$ cat src/rtl/wb_arbiter_2m.sv
// Two-master Wishbone arbiter: round-robin grant that is held for the whole bus cycle.
// Optional stall watchdog enabled by defining WB_ARB_WATCHDOG_EN.
module wb_arbiter_2m #(
  parameter int ADDR_W      = 32,
  parameter int DATA_W      = 32,
  parameter int TIMEOUT_CYC = 255,
  parameter int CNT_W       = 8
) (
  input  logic                clk_i,
  input  logic                rst_i,
  input  logic                m0_cyc_i,
  input  logic                m0_stb_i,
  input  logic                m0_we_i,
  input  logic [ADDR_W-1:0]   m0_addr_i,
  input  logic [DATA_W/8-1:0] m0_sel_i,
  input  logic [DATA_W-1:0]   m0_data_i,
  output logic [DATA_W-1:0]   m0_data_o,
  output logic                m0_ack_o,
  output logic                m0_err_o,
  input  logic                m1_cyc_i,
  input  logic                m1_stb_i,
  input  logic                m1_we_i,
  input  logic [ADDR_W-1:0]   m1_addr_i,
  input  logic [DATA_W/8-1:0] m1_sel_i,
  input  logic [DATA_W-1:0]   m1_data_i,
  output logic [DATA_W-1:0]   m1_data_o,
  output logic                m1_ack_o,
  output logic                m1_err_o,
  output logic                s_cyc_o,
  output logic                s_stb_o,
  output logic                s_we_o,
  output logic [ADDR_W-1:0]   s_addr_o,
  output logic [DATA_W/8-1:0] s_sel_o,
  output logic [DATA_W-1:0]   s_data_o,
  input  logic [DATA_W-1:0]   s_data_i,
  input  logic                s_ack_i,
  output logic [1:0]          gnt_o
);

  typedef enum logic [1:0] {IDLE, GNT0, GNT1} state_t;

  state_t state;
  logic   last_gnt;  // 0: m0 was granted last, 1: m1
  logic   req0, req1;
  logic   timeout;

  assign req0 = m0_cyc_i & m0_stb_i;
  assign req1 = m1_cyc_i & m1_stb_i;

  always_ff @(posedge clk_i or negedge rst_i) begin
    if (!rst_i) begin
      state    <= IDLE;
      last_gnt <= 1'b1;
    end else begin
      case (state)
        IDLE: begin
          if (req0 && (!req1 || last_gnt)) begin
            state    <= GNT0;
            last_gnt <= 1'b0;
          end else if (req1) begin
            state    <= GNT1;
            last_gnt <= 1'b1;
          end
        end
        // last_gnt is left on the owner so a timed-out master loses the next tie
        GNT0:    if (!m0_cyc_i || timeout) state <= IDLE;
        GNT1:    if (!m1_cyc_i || timeout) state <= IDLE;
        default: state <= IDLE;
      endcase
    end
  end

`ifdef WB_ARB_WATCHDOG_EN
  logic [CNT_W-1:0] cnt;

  always_ff @(posedge clk_i or negedge rst_i) begin
    if (!rst_i)                     cnt <= '0;
    else if (!s_stb_o || s_ack_i)   cnt <= '0;
    else                            cnt <= cnt + CNT_W'(1);
  end

  assign timeout = (state != IDLE) && (cnt == CNT_W'(TIMEOUT_CYC));
`else
  localparam int cfg_unused = TIMEOUT_CYC + CNT_W;
  assign timeout = 1'b0;
`endif

  always_comb begin
    s_cyc_o  = 1'b0;
    s_stb_o  = 1'b0;
    s_we_o   = 1'b0;
    s_addr_o = '0;
    s_sel_o  = '0;
    s_data_o = '0;
    if (state == GNT0) begin
      s_cyc_o  = m0_cyc_i & ~timeout;
      s_stb_o  = m0_stb_i & ~timeout;
      s_we_o   = m0_we_i;
      s_addr_o = m0_addr_i;
      s_sel_o  = m0_sel_i;
      s_data_o = m0_data_i;
    end else if (state == GNT1) begin
      s_cyc_o  = m1_cyc_i & ~timeout;
      s_stb_o  = m1_stb_i & ~timeout;
      s_we_o   = m1_we_i;
      s_addr_o = m1_addr_i;
      s_sel_o  = m1_sel_i;
      s_data_o = m1_data_i;
    end
  end

  assign m0_data_o = s_data_i;
  assign m1_data_o = s_data_i;
  assign m0_ack_o  = s_ack_i & (state == GNT0);
  assign m1_ack_o  = s_ack_i & (state == GNT1);
  assign m0_err_o  = timeout & (state == GNT0);
  assign m1_err_o  = timeout & (state == GNT1);
  assign gnt_o     = {state == GNT1, state == GNT0};

endmodule

$ cat config.mk
export PLATFORM = sky130hd
export DESIGN_NAME = wb_arbiter_2m
export DESIGN_NICKNAME = d
export VERILOG_FILES = /design/src/rtl/wb_arbiter_2m.sv
export SDC_FILE = /design/constraint.sdc
export NUM_CORES = 1
export LEC_CHECK = 0
export BUFFER_PORTS_ARGS = -buffer_cell sky130_fd_sc_hd__buf_4
export CORE_AREA = 4 4 123 125
export CTS_CLUSTER_SIZE = 10
export DETAILED_ROUTE_END_ITERATION = 16
export DIE_AREA = 0 0 127 129
export GPL_TIMING_DRIVEN = 0
export REMOVE_ABC_BUFFERS = 1
export SYNTH_ARGS = -nofsm -noshare
export SYNTH_HDL_FRONTEND = slang
export SYNTH_SLANG_ARGS = --single-unit
export TNS_END_PERCENT = 5
$ cat constraint.sdc
create_clock -name clk_i -period 2.7 [get_ports clk_i]
set_input_delay 0.405 -clock clk_i [delete_from_list [all_inputs] [get_ports clk_i]]
set_output_delay 0.405 -clock clk_i [all_outputs]
set_load 0.01 [all_outputs]
# After elaboration in Yosys (flattened, before gate mapping)
# Cells that the tools add are included.
[totals]
register_bits = 3
output_inout_bits = 141
word_cells = 37
[op_classes]
n_eq_ne = 5
muxes = 19
n_bitwise = 4
reduce_logical = 7
[op_table]
columns = ["cell", "count"]
rows = [
  ["$mux W32", 4],
  ["$mux W1", 8],
  ["$mux W2", 4],
  ["$mux W4", 2],
  ["$pmux W2 S3", 1],
  ["$and A1 B1 Y1", 4],
  ["$ne A2 B2 Y1 const B", 2],
  ["$ne A3 B3 Y1 const B", 1],
  ["$reduce_and A3 Y1", 1],
  ["$eq A2 B1 Y1 const B", 1],
  ["$eq A2 B2 Y1 const B", 1],
  ["$logic_not A2 Y1", 1],
  ["$reduce_and A2 Y1", 1],
  ["$reduce_bool A2 Y1", 1],
  ["$logic_and A1 B1 Y1", 1],
  ["$logic_not A1 Y1", 1],
  ["$logic_or A1 B1 Y1", 1],
]

# Logic depth before layout (Yosys ltp)
[depth]
ltp_word = 6
depth_mapped = 4

# Least setup slack after synthesis
# No wires, ideal clock.
[synth_timing]
path_kind = "flip-flop to output port"
from = "register state[0]"
to = "output s_addr_o[0]"
t_arrival_ps = 1064
required_time_ps = 2295
path_slack_ps = 1231
path_stages_with_launch = 5
path_buffers = 2
cell_sequence = "dfrtp_1 > nor2b_2 > buf_6 > buf_6 > a22o_1"
[synth_between]
elab_chain_len = 3
elab_cells_between_ends = 4
cone_classes = "eq/ne (2); mux (2)"
[synth_rtl]
columns = ["element", "line", "text"]
rows = [
  ["from (decl)", "42", "state_t state;"],
  ["from (signal assigned)", "52", "state <= IDLE;"],
  ["from (signal assigned)", "58", "state <= GNT0;"],
  ["from (signal assigned)", "61", "state <= GNT1;"],
  ["$eq A2 B2 Y1", "102", "end else if (state == GNT1) begin"],
  ["$mux W32", "102", ""],
  ["$mux W32 (*)", "95", "if (state == GNT0) begin"],
  ["to (decl)", "32", "output logic [ADDR_W-1:0] s_addr_o,"],
]
# Mark *: on every way between the ends. The rest lies on a longest branch, timed or not.

# Worst setup path in the final report
[layout_timing]
from = "register state[1]"
to = "output s_addr_o[5]"
# Same word-level chain as after synthesis.

==> run_results.csv <==
group,metric,value,unit
power_and_ir_drop,p_leak,1.49,nW
synthesis,synth_seq_cells,3,
detailed_routing,vias,1961,
place,dpl.hpwl,11.6,mm
synthesis,async_flop_share,100,%
final_layout,final_core_util,20.2,%
synthesis,synth_area_leaders,"a22o_1, buf_4, buf_6, dfrtp_1, dfstp_2",
final_layout,nets,493,
run,drv_cap,0,
clocking,ctsResizeCount,0,
final_layout,mostFrequentLayoutCell,"buf_4",
floorplan,initial_utilization,10.6,%
detailed_routing,dr.pass1.iters,4,
clocking,cts_max_level,1,
detailed_routing,drtIter0Drc,81,
clocking,clock_sinks,3,
detailed_routing,antenna_left,0,
timing,final_min_period_over_clock_period,91.2,%
clocking,post_cts.repair.setup_buffers,0,
global_routing,grt_max_degree,42,
global_routing,grt_pass1_wl,16.2,mm
timing,slew_headroom,43.3,%
timing,grt_setup_unrepaired,"false",
final_layout,final_cell_mix,"buf_4, a22o_1, clkbuf_16",
critical_path,cp_max_fo,40,
final_layout,area_delta_synth_final,91.1,%
place,gp_congestion,0.835,
synthesis,synth-edff-count,0,
clocking,worstSkewPairLatency,0.22,ns
clocking,cts_root_buf,"clkbuf_16",
global_routing,antenna_found_initial,0,
place,placed_area,2720,um^2
synthesis,yosysWarnings,0,
power_and_ir_drop,p_sw,0.384,mW
critical_path,crit_type,"register to output port",
synthesis,ys_seq_area_share,5.20,%
floorplan,core_area,13900,um^2
critical_path,required,2.30,ns
clocking,cts_tree,"built",
floorplan,die_h,129,um
timing,period_minus_slack,2.46,ns
critical_path,cpMaxStageDelayCell,"nor2b_4",
final_layout,num-fill-cells,1538,
synthesis,synth-main-ff-cell,"dfrtp_1",
detailed_routing,wirelength,12.8,mm
critical_path,cp.arrival,2.06,ns
power_and_ir_drop,irDropWorstVdd,287,uV
synthesis,synth_top_area_cell,"a22o_1",
timing,timing.fmax,0.406,GHz
critical_path,critical_path.endpoint_type,"output port",
power_and_ir_drop,internal_power,0.692,mW
timing,drv_slew,0,
floorplan,num_io_pins,318,
timing,worst_pin_slew,0.849,ns
power_and_ir_drop,sequentialPowerShare,6.6,%
place,port_buffers,219,
power_and_ir_drop,clkPwrFrac,22.0,%
status,status,"completed",
critical_path,slowest_delay,0.70,ns
synthesis,syn_area,1470,um^2
global_routing,grt.overflow.total,0,
final_layout,diodes,0,
synthesis,syn_inst,170,
global_routing,grtUsageTotal,14.1,%
synthesis,synth_top_area_share,42.3,%
final_layout,layout-drive-gt1-share,72.4,%
clocking,clockBufferDepth,2,
power_and_ir_drop,combinationalPowerShare,71.4,%
critical_path,start_kind,"register",
clocking,clk_pin_slew,0.03,ns
detailed_routing,routed_via_density,3.96,
synthesis,synth.distinct_cells,18,
clocking,cts-hold-fix-buffers,1,
timing,hold_viol_final,0,
floorplan,die_area,16400,um^2
floorplan,die_w,127,um
detailed_routing,drc,0,
final_layout,stdcell_area,2810,um^2
hold_path,worstHoldPathType,"primary input to register",
clocking,cts_made_buffers,3,
power_and_ir_drop,power_density,383,nW/um^2
timing,skew,0.00143,ns
floorplan,num_rows,43,
power_and_ir_drop,switching_share,35.7,%
detailed_routing,wl_per_cell,25.9,um
critical_path,crit_chain,"nor2b_4 -> buf_12 -> a22o_1 -> buf_4",
synthesis,synth.avg_cell_area,8.64,um^2
global_routing,first_global_vias,2036,
timing,setup_viol,0,
## synthesized netlist by cell type (all sizes together), types with 2 or more instances
master,instances
and2,2
buf,82
o2bb2ai,2
dfrtp,2
nor2b,2
a22o,71
## kinds of logic after synthesis
logic type             share of synthesized area [%]
buffers and inverters                           45.8
AO/OA/AOI/OAI                                   44.3
AND/OR/NAND/NOR                                 4.43
flip-flops                                      5.20
other                                          0.255
## through the flow
stage | setup WS [ns] | power, mW | TNS (ns) | std cells | hold slack, ns
2_1_floorplan | -0.00510 | 0.367 | -0.362 | 89 | 0.109
3_3_place_gp | -0.921 | 0.830 | -61.74 | 488 | 0.195
3_5_place_dp | 0.436 | 0.848 | 0 | 490 | 0.199
4_1_cts | 0.192 | 1.09 | 0 | 495 | 0.417
5_1_grt | 0.0814 | 1.14 | 0 | 495 | 0.427
6_report | 0.238 | 1.08 | 0 | 495 | 0.418
## layout make-up
class                           instances  area, um^2  area share [%]
Multi-Input combinational cell         85         729            26.0
Clock buffer                            4        78.8            2.81
Inverter                                1        3.75           0.134
Tap cell                              180         225            8.02
Sequential cell                         3        76.3            2.72
Timing Repair Buffer                  222        1690            60.3
## worst max-delay path: cells and delay by family, from the launching register on
kind                   cells  cell delay (ns)
AOI/OAI and AO/OA          1             0.22
buffers and inverters      2             0.43
DFF                        1             0.46
and+or+nand+nor            1             0.70
## routing by layer
| metal | global-route usage, % | wire length (um) | up-vias |
|---|---|---|---|
| li1 | - | - | 869 |
| met1 | 12.7 | 3740 | 895 |
| met2 | 23.3 | 6140 | 187 |
| met3 | 13.4 | 2710 | 8 |
| met4 | 1.77 | 131 | 2 |
| met5 | 4.71 | 92 | - |
## power groups by stage
stage | registers (mW) | logic (mW) | clock network, mW
2_1_floorplan | 0.0664 | 0.301 | 0
3_3_place_gp | 0.0688 | 0.761 | 0
3_5_place_dp | 0.0702 | 0.778 | 0
4_1_cts | 0.0700 | 0.782 | 0.240
5_1_grt | 0.0720 | 0.827 | 0.245
6_report | 0.0711 | 0.768 | 0.237
## state kept, by name (all words and copies together) (netlist names)
signal	flops
last_gnt	1
state	2
## final timing paths
path / startpoint / endpoint / slack (ns) / cells after the start
min in group asynchronous: rst_i / state[1] / 0.51 / 2
worst max register to register: state[1] / state[0] / 1.28 / 2
worst min register to register: last_gnt / last_gnt / 0.50 / 2
max in group asynchronous: rst_i / last_gnt / 2.00 / 2
worst min-delay path: m0_cyc_i / state[0] / 0.42 / 2
worst max-delay path: state[1] / s_addr_o[5] / 0.24 / 4
Note: power is estimated with default switching activity, not from simulation.
